$ cat config.mk
export PLATFORM = sky130hd
export DESIGN_NAME = flag_demux_reg
export DESIGN_NICKNAME = d
export VERILOG_FILES = /design/src/rtl/flag_demux_reg.sv
export SDC_FILE = /design/constraint.sdc
export NUM_CORES = 1
export LEC_CHECK = 0
export CORE_MARGIN = 5
export CORE_UTILIZATION = 40
export DETAILED_ROUTE_END_ITERATION = 6
export GPL_ROUTABILITY_DRIVEN = 0
export PLACE_DENSITY = 0.72
export SYNTH_ARGS = -nofsm -noshare
export SYNTH_HDL_FRONTEND = slang
export SYNTH_HIERARCHICAL = 1
export SYNTH_SLANG_ARGS = --single-unit
$ cat constraint.sdc
create_clock -name clk -period 1.4 [get_ports clk]
set_input_delay 0.21 -clock clk [delete_from_list [all_inputs] [get_ports clk]]
set_output_delay 0.21 -clock clk [all_outputs]
set_load 0.02 [all_outputs]
$ cat src/rtl/flag_demux_reg.sv
// Routes one flag stream to channel A or B; each channel holds until ack.
// Optional FLAG_DEMUX_STICKY_EN: PEND writes OR into held flags.
module flag_demux_chan #(
  parameter int FLAG_W = 4,
  parameter int CNT_W  = 3
) (
  input  logic              clk,
  input  logic              rst_n,
  input  logic              wr,
  input  logic              ack,
  input  logic [FLAG_W-1:0] flag_in,
  output logic [FLAG_W-1:0] flag_out,
  output logic              pend,
  output logic [CNT_W-1:0]  ovr
);

  typedef enum logic {IDLE, PEND} state_t;

  state_t             state_q, state_d;
  logic [FLAG_W-1:0]  flag_d;
  logic [CNT_W-1:0]   ovr_d;
  logic               nz;

  assign nz = |flag_in;

  // state, flags and overrun count registers
  always_ff @(posedge clk or negedge rst_n) begin
    if (!rst_n) begin
      state_q  <= IDLE;
      flag_out <= '0;
      ovr      <= '0;
    end else begin
      state_q  <= state_d;
      flag_out <= flag_d;
      ovr      <= ovr_d;
    end
  end

  // next state: ack first, then write as if idle; else merge and count
  always_comb begin
    state_d = state_q;
    flag_d  = flag_out;
    ovr_d   = ovr;
    unique case (state_q)
      IDLE: begin
        if (wr && nz) begin
          state_d = PEND;
          flag_d  = flag_in;
          ovr_d   = '0;
        end
      end
      PEND: begin
        if (ack) begin
          if (wr && nz) begin
            state_d = PEND;
            flag_d  = flag_in;
          end else begin
            state_d = IDLE;
            flag_d  = '0;
          end
          ovr_d = '0;
        end else if (wr) begin
`ifdef FLAG_DEMUX_STICKY_EN
          flag_d = flag_out | flag_in;
`else
          flag_d = flag_in;
`endif
          if (ovr != {CNT_W{1'b1}})
            ovr_d = ovr + 1'b1;
        end
      end
      default: begin
        state_d = IDLE;
        flag_d  = '0;
        ovr_d   = '0;
      end
    endcase
  end

  assign pend = (state_q == PEND);

endmodule

module flag_demux_reg #(
  parameter int FLAG_W = 4,
  parameter int CNT_W  = 3
) (
  input  logic              clk,
  input  logic              rst_n,
  input  logic [FLAG_W-1:0] flag_in,
  input  logic              flag_valid,
  input  logic              sel,
  input  logic              ack_a,
  input  logic              ack_b,
  output logic [FLAG_W-1:0] flag_a_out,
  output logic [FLAG_W-1:0] flag_b_out,
  output logic              pend_a,
  output logic              pend_b,
  output logic [CNT_W-1:0]  ovr_a,
  output logic [CNT_W-1:0]  ovr_b
);

  logic wr_a, wr_b;

  assign wr_a = flag_valid & ~sel;
  assign wr_b = flag_valid &  sel;

  flag_demux_chan #(.FLAG_W(FLAG_W), .CNT_W(CNT_W)) u_a (
    .clk      (clk),
    .rst_n    (rst_n),
    .wr       (wr_a),
    .ack      (ack_a),
    .flag_in  (flag_in),
    .flag_out (flag_a_out),
    .pend     (pend_a),
    .ovr      (ovr_a)
  );

  flag_demux_chan #(.FLAG_W(FLAG_W), .CNT_W(CNT_W)) u_b (
    .clk      (clk),
    .rst_n    (rst_n),
    .wr       (wr_b),
    .ack      (ack_b),
    .flag_in  (flag_in),
    .flag_out (flag_b_out),
    .pend     (pend_b),
    .ovr      (ovr_b)
  );

endmodule
# After elaboration in Yosys (flattened, before gate mapping)
# Cells that the tools add are included.
# op_classes
bitwise	5
muxes	26
add_sub_neg	2
reduce_logical	7
eq_ne	8
# op_table
op	n
4-bit two-way mux	8
3-bit two-way mux	8
4-bit one-hot mux with 2 select lines	2
3-bit != test (second input constant)	4
3-bit one-hot mux with 2 select lines	2
3-bit by 1-bit adder with 3-bit output (second input constant)	2
3-bit by 2-bit != test with 1-bit output (second input constant)	2
3-bit AND reduction	2
1-bit two-way mux	4
2-bit by 1-bit != test with 1-bit output (second input constant)	2
1-bit one-hot mux with 2 select lines	2
2-bit AND reduction	2
4-bit OR reduction	1
1-bit NOT	3
1-bit bitwise AND	2
1-bit logical AND	2
# totals
output_inout_bits	16
inputBits	10
regBits	16
word_cells	54

# Logic depth before layout (Yosys ltp)
# logic_depth
ltp_word	6
depth_mapped	5
mapped_depth_nobuf	5

# Modules after synthesis
# Netlist, hierarchy kept.
# by_module_without_submodules
module	seq_area_each_um2	area_each_um2	cells_per_inst	n_inst
flag_demux_chan	200.2	411.6	35	2
flag_demux_reg	0.0	16.3	2	1

# Worst setup path after synthesis
# Ideal clock, no wire load.
# synth_path
path_type	register to register
from	register u_a.ovr[0]
to	register u_a.ovr[1]
arrival_time_ps	1456
path_slack_ps	-177
path_buffers	0
synth_period_minus_slack_ps	1577
path_stages_with_launch	6
path_cell_list	dfrtp_1 -> ha_1 -> ha_1 -> nand3b_1 -> and3_1 -> a22o_1
# synth_via
elab_chain_cells	5
word_cells_on_any_way	8
# synth_rtl
element	line	rtl
start, declared	14	output logic [CNT_W-1:0] ovr
start signal, assigned	35	ovr <= ovr_d;
3-bit by 1-bit adder with 3-bit output	69	ovr_d = ovr + 1'b1;
3-bit two-way mux	68	if (ovr != {CNT_W{1'b1}})
3-bit two-way mux	62	end else if (wr) begin
3-bit two-way mux	53	if (ack) begin
3-bit one-hot mux with 2 select lines	44	unique case (state_q)
# Parallel ways exist; a longest one is shown, timed or not. The select of a mux whose other input is x is not followed.
# A chain may end at the register's enable or synchronous reset.

# Final worst setup path
# layout_path
from	register u_b.ovr[0]
to	register u_b.ovr[1]
# layout_via
elab_chain_cells	5
word_cells_on_any_way	8
# layout_rtl
element	line
start, declared	14
start signal, assigned	35
3-bit by 1-bit adder with 3-bit output	69
3-bit two-way mux	68
3-bit two-way mux	62
3-bit two-way mux	53
3-bit one-hot mux with 2 select lines	44
# Parallel ways exist; a longest one is shown, timed or not. The select of a mux whose other input is x is not followed.

==> key figures <==
Detailed routing
  – DRC: 0
  – Routed WL: around 2200 µm
  – Post-route antenna net violation count: 0
  – Avg WL per Cell: between 10 and 15 µm
  – Via count: 802
  – DRT met1 WL: 1030 µm
  – Mean number of vias per cell: ~5.5
  – DR WL met3: 86 µm
  – DR iter-0 viols: 9
  – Drt pass-1 iters: 4
  – Max Used Layer: met4
  – DR WL met2: 1060 µm

Synth
  – Post-Synth Simple-Gate Area: between 10% and 20%
  – Synth Area in Compound Gates: 27.1%
  – Post-synthesis adder-cell area fraction: just under 6%
  – Synth cell types: 23
  – Mapped Area: 840 µm²
  – Mapped Cells: 72
  – Xor/xnor share of the synthesized area: 0%
  – Seq/Total Area, Yosys: 47.7%
  – Syn avg cell area: around 12 µm²
  – Syn_nets: 86
  – Largest family of logic cells by synthesized area: compound AO/OA/AOI/OAI gates
  – Mux cell area share after synthesis: 0%
  – Yosys reg bits: 16
  – YS warnings: 6

Layout
  – Diode count: 0
  – Commonest non-fill, non-tap cell in the layout: buf_4
  – Finished Cell Area: between 1000 and 1500 µm²
  – Layout Nets: between 100 and 150
  – Most frequent cells in the layout: buf_4, dlygate4sd2_1, dfrtp_1, a22o_1, clkdlybuf4s50_1
  – Share of cells above drive strength 1: 41.7%
  – Synth-to-Final Area Change: 63.8%

CTS
  – Clock Path Buffers: 2
  – H-tree depth: 1
  – Clock Latency Late Sink: about 0.27 ns
  – Root buffer cell: clkbuf_4
  – CTS tree: built
  – CTS buffer count: 3
  – Clock transition at path regs: around 0.090 ns
  – Sink Count: 16

STA
  – Slew @ Worst Pin: around 0.29 ns
  – Max Slew Vio Count: 0
  – Final worst-path cycle share: 105%
  – Hold Vio Cnt, Final: 0
  – Worst slew margin: between 80% and 90%
  – Setup TNS: -0.212 ns
  – Clock skew: 0.00108 ns
  – Final setup vio count: 4
  – Setup ws final: -0.0685 ns
  – RSZ-0062 raised after global routing: yes
  – Fin crit period: roughly 1.5 ns
  – Fmax: roughly 680 MHz

GRT
  – Vias in the first global route: between 700 and 800
  – First-pass GRT wire length: about 3600 µm
  – Initial antenna violation count: 0
  – GR Overflow Total: 0
  – Gr usage total: 14.2%
  – Largest net degree at the start of global routing: 17

Placed design
  – Port buffer count: 25
  – Post-DP Area: between 1000 and 1500 µm²
  – Post-DP HPWL: ~1600 µm

Status
  – Status: finished with violations
  – Violated checks: setup timing

Worst setup path
  – Worst Setup Start Kind: register
  – Critical path peak fanout: 5
  – Required @ worst endpoint: between 1.5 and 2 ns
  – Nature of the critical path endpoint: register
  – WS Path Type: reg -> reg
  – CP arrival: ~1.6 ns

Floorplanning
  – Die height: between 50 and 60 µm
  – FP Rows: 16
  – Die area: 3120 µm²
  – Chip width: around 56 µm
  – Area of the core: ~2000 µm²
  – Starting Density: between 40% and 50%
  – Io pins: 26

Pwr
  – Leak pwr: 0.677 nW
  – Pwr Total: ~1.1 mW
  – PD cells: 792 nW/µm²
  – Peak VDD IR: approximately 630 µV

Run
  – Max-cap violations: 0

Min path
  – Hold Path Class: in -> async
==> synth_stat cells <==
| cell | n | area [µm²] |
|---|---|---|
| dfrtp_1 | 16 | 400 |
| a22o_1 | 10 | 87.6 |
| and3_1 | 4 | 25.0 |
| ha_1 | 4 | 50.1 |
| o21ai_1 | 4 | 20.0 |
| a21o_2 | 2 | 17.5 |
| a22o_2 | 2 | 20.0 |
| a32o_1 | 2 | 20.0 |
| a41o_1 | 2 | 20.0 |
| buf_4 | 2 | 15.0 |
| inv_1 | 2 | 7.51 |
| nand2_1 | 2 | 7.51 |
| nand3b_1 | 2 | 15.0 |
| nand3b_2 | 2 | 22.5 |
| nor2_1 | 2 | 7.51 |
| nor3_1 | 2 | 10.0 |
| o21ai_0 | 2 | 10.0 |
| o31ai_1 | 2 | 15.0 |
| o41ai_1 | 2 | 17.5 |
| or4_1 | 2 | 15.0 |
| or4b_1 | 2 | 20.0 |
| and2_2 | 1 | 7.51 |
| and2b_2 | 1 | 8.76 |
==> logic make-up (layout without fill, tap and decap cells) <==
| logic type | Yosys count | count (layout) |
|---|---|---|
| AND/OR/NAND/NOR | 20 | 20 |
| adder cells (fa/ha/maj) | 4 | 4 |
| AO/OA/AOI/OAI | 28 | 28 |
| buffers and inverters | 4 | 52 |
| flip-flops | 16 | 16 |
==> where the power goes <==
group / internal [mW] / leakage (nW) / switching (mW) / total [mW]
clock: 0.0995 / 0.0138 / 0.132 / 0.232
sequential: 0.502 / 0.203 / 0.0274 / 0.530
combinational: 0.165 / 0.460 / 0.164 / 0.328
total: 0.766 / 0.677 / 0.323 / 1.09
==> routing by layer <==
layer	vias up	GRT usage [%]
li1	388	-
met1	384	18.5
met2	26	22.5
met3	4	3.02
met4	0	6.10
met5	-	0
==> critical path: stages, from the launching register on <==
cell and delay [ns]:
dfrtp_2 0.43, ha_4 0.17, ha_4 0.14, nand3b_1 0.22, and3_1 0.21, a22o_1 0.20
==> final cells by class <==
cell class	instances	area, µm²
repair buffers	47	404
well taps	27	33.8
inverters	2	7.51
multi-input cells	52	502
fillers	157	607
clock buffers	3	22.5
flip-flops and latches	16	405
==> path summary, 6_finish.rpt <==
check	endpoint	start	depth (start not counted)	slack, ns
max	u_b/ovr[1]	u_b/ovr[0]	5	-0.07
min	u_a/flag_out[0]	rst_n	2	0.25
max reg2reg	u_b/ovr[1]	u_b/ovr[0]	5	-0.07
min reg2reg	u_a/flag_out[1]	u_a/flag_out[1]	1	0.50
max in group asynchronous	u_b/ovr[0]	rst_n	2	0.95
min in group clk	u_a/flag_out[1]	u_a/flag_out[1]	1	0.50
==> through the flow <==
step	util (%)	worst slack (ns)	hold WS, ns	cells
after floorplan	-	-0.0723	-0.0856	72
final	69.4	-0.0685	0.251	147
after global routing	69.4	-0.126	0.262	147
after global placement	64.3	-0.263	0.484	142
after detailed placement	64.3	-0.279	0.484	142
after CTS	66.2	-0.0548	0.246	146
==> sequential cells by signal, summed over array words and instances, names as in the netlist <==
signal        cells
u_a/ovr           3
u_b/flag_out      4
u_a/pend          1
u_b/pend          1
u_a/flag_out      4
u_b/ovr           3
==> what timing repair did <==
action | 4_1_cts | 5_1_grt
hold buffers | 0 | 0
resized for setup | 20 | 14
endpoints found under the setup margin | 21 | 13
setup buffers | 1 | 1
pin swaps | 4 | 9
Power figures use the tool's default switching activity.
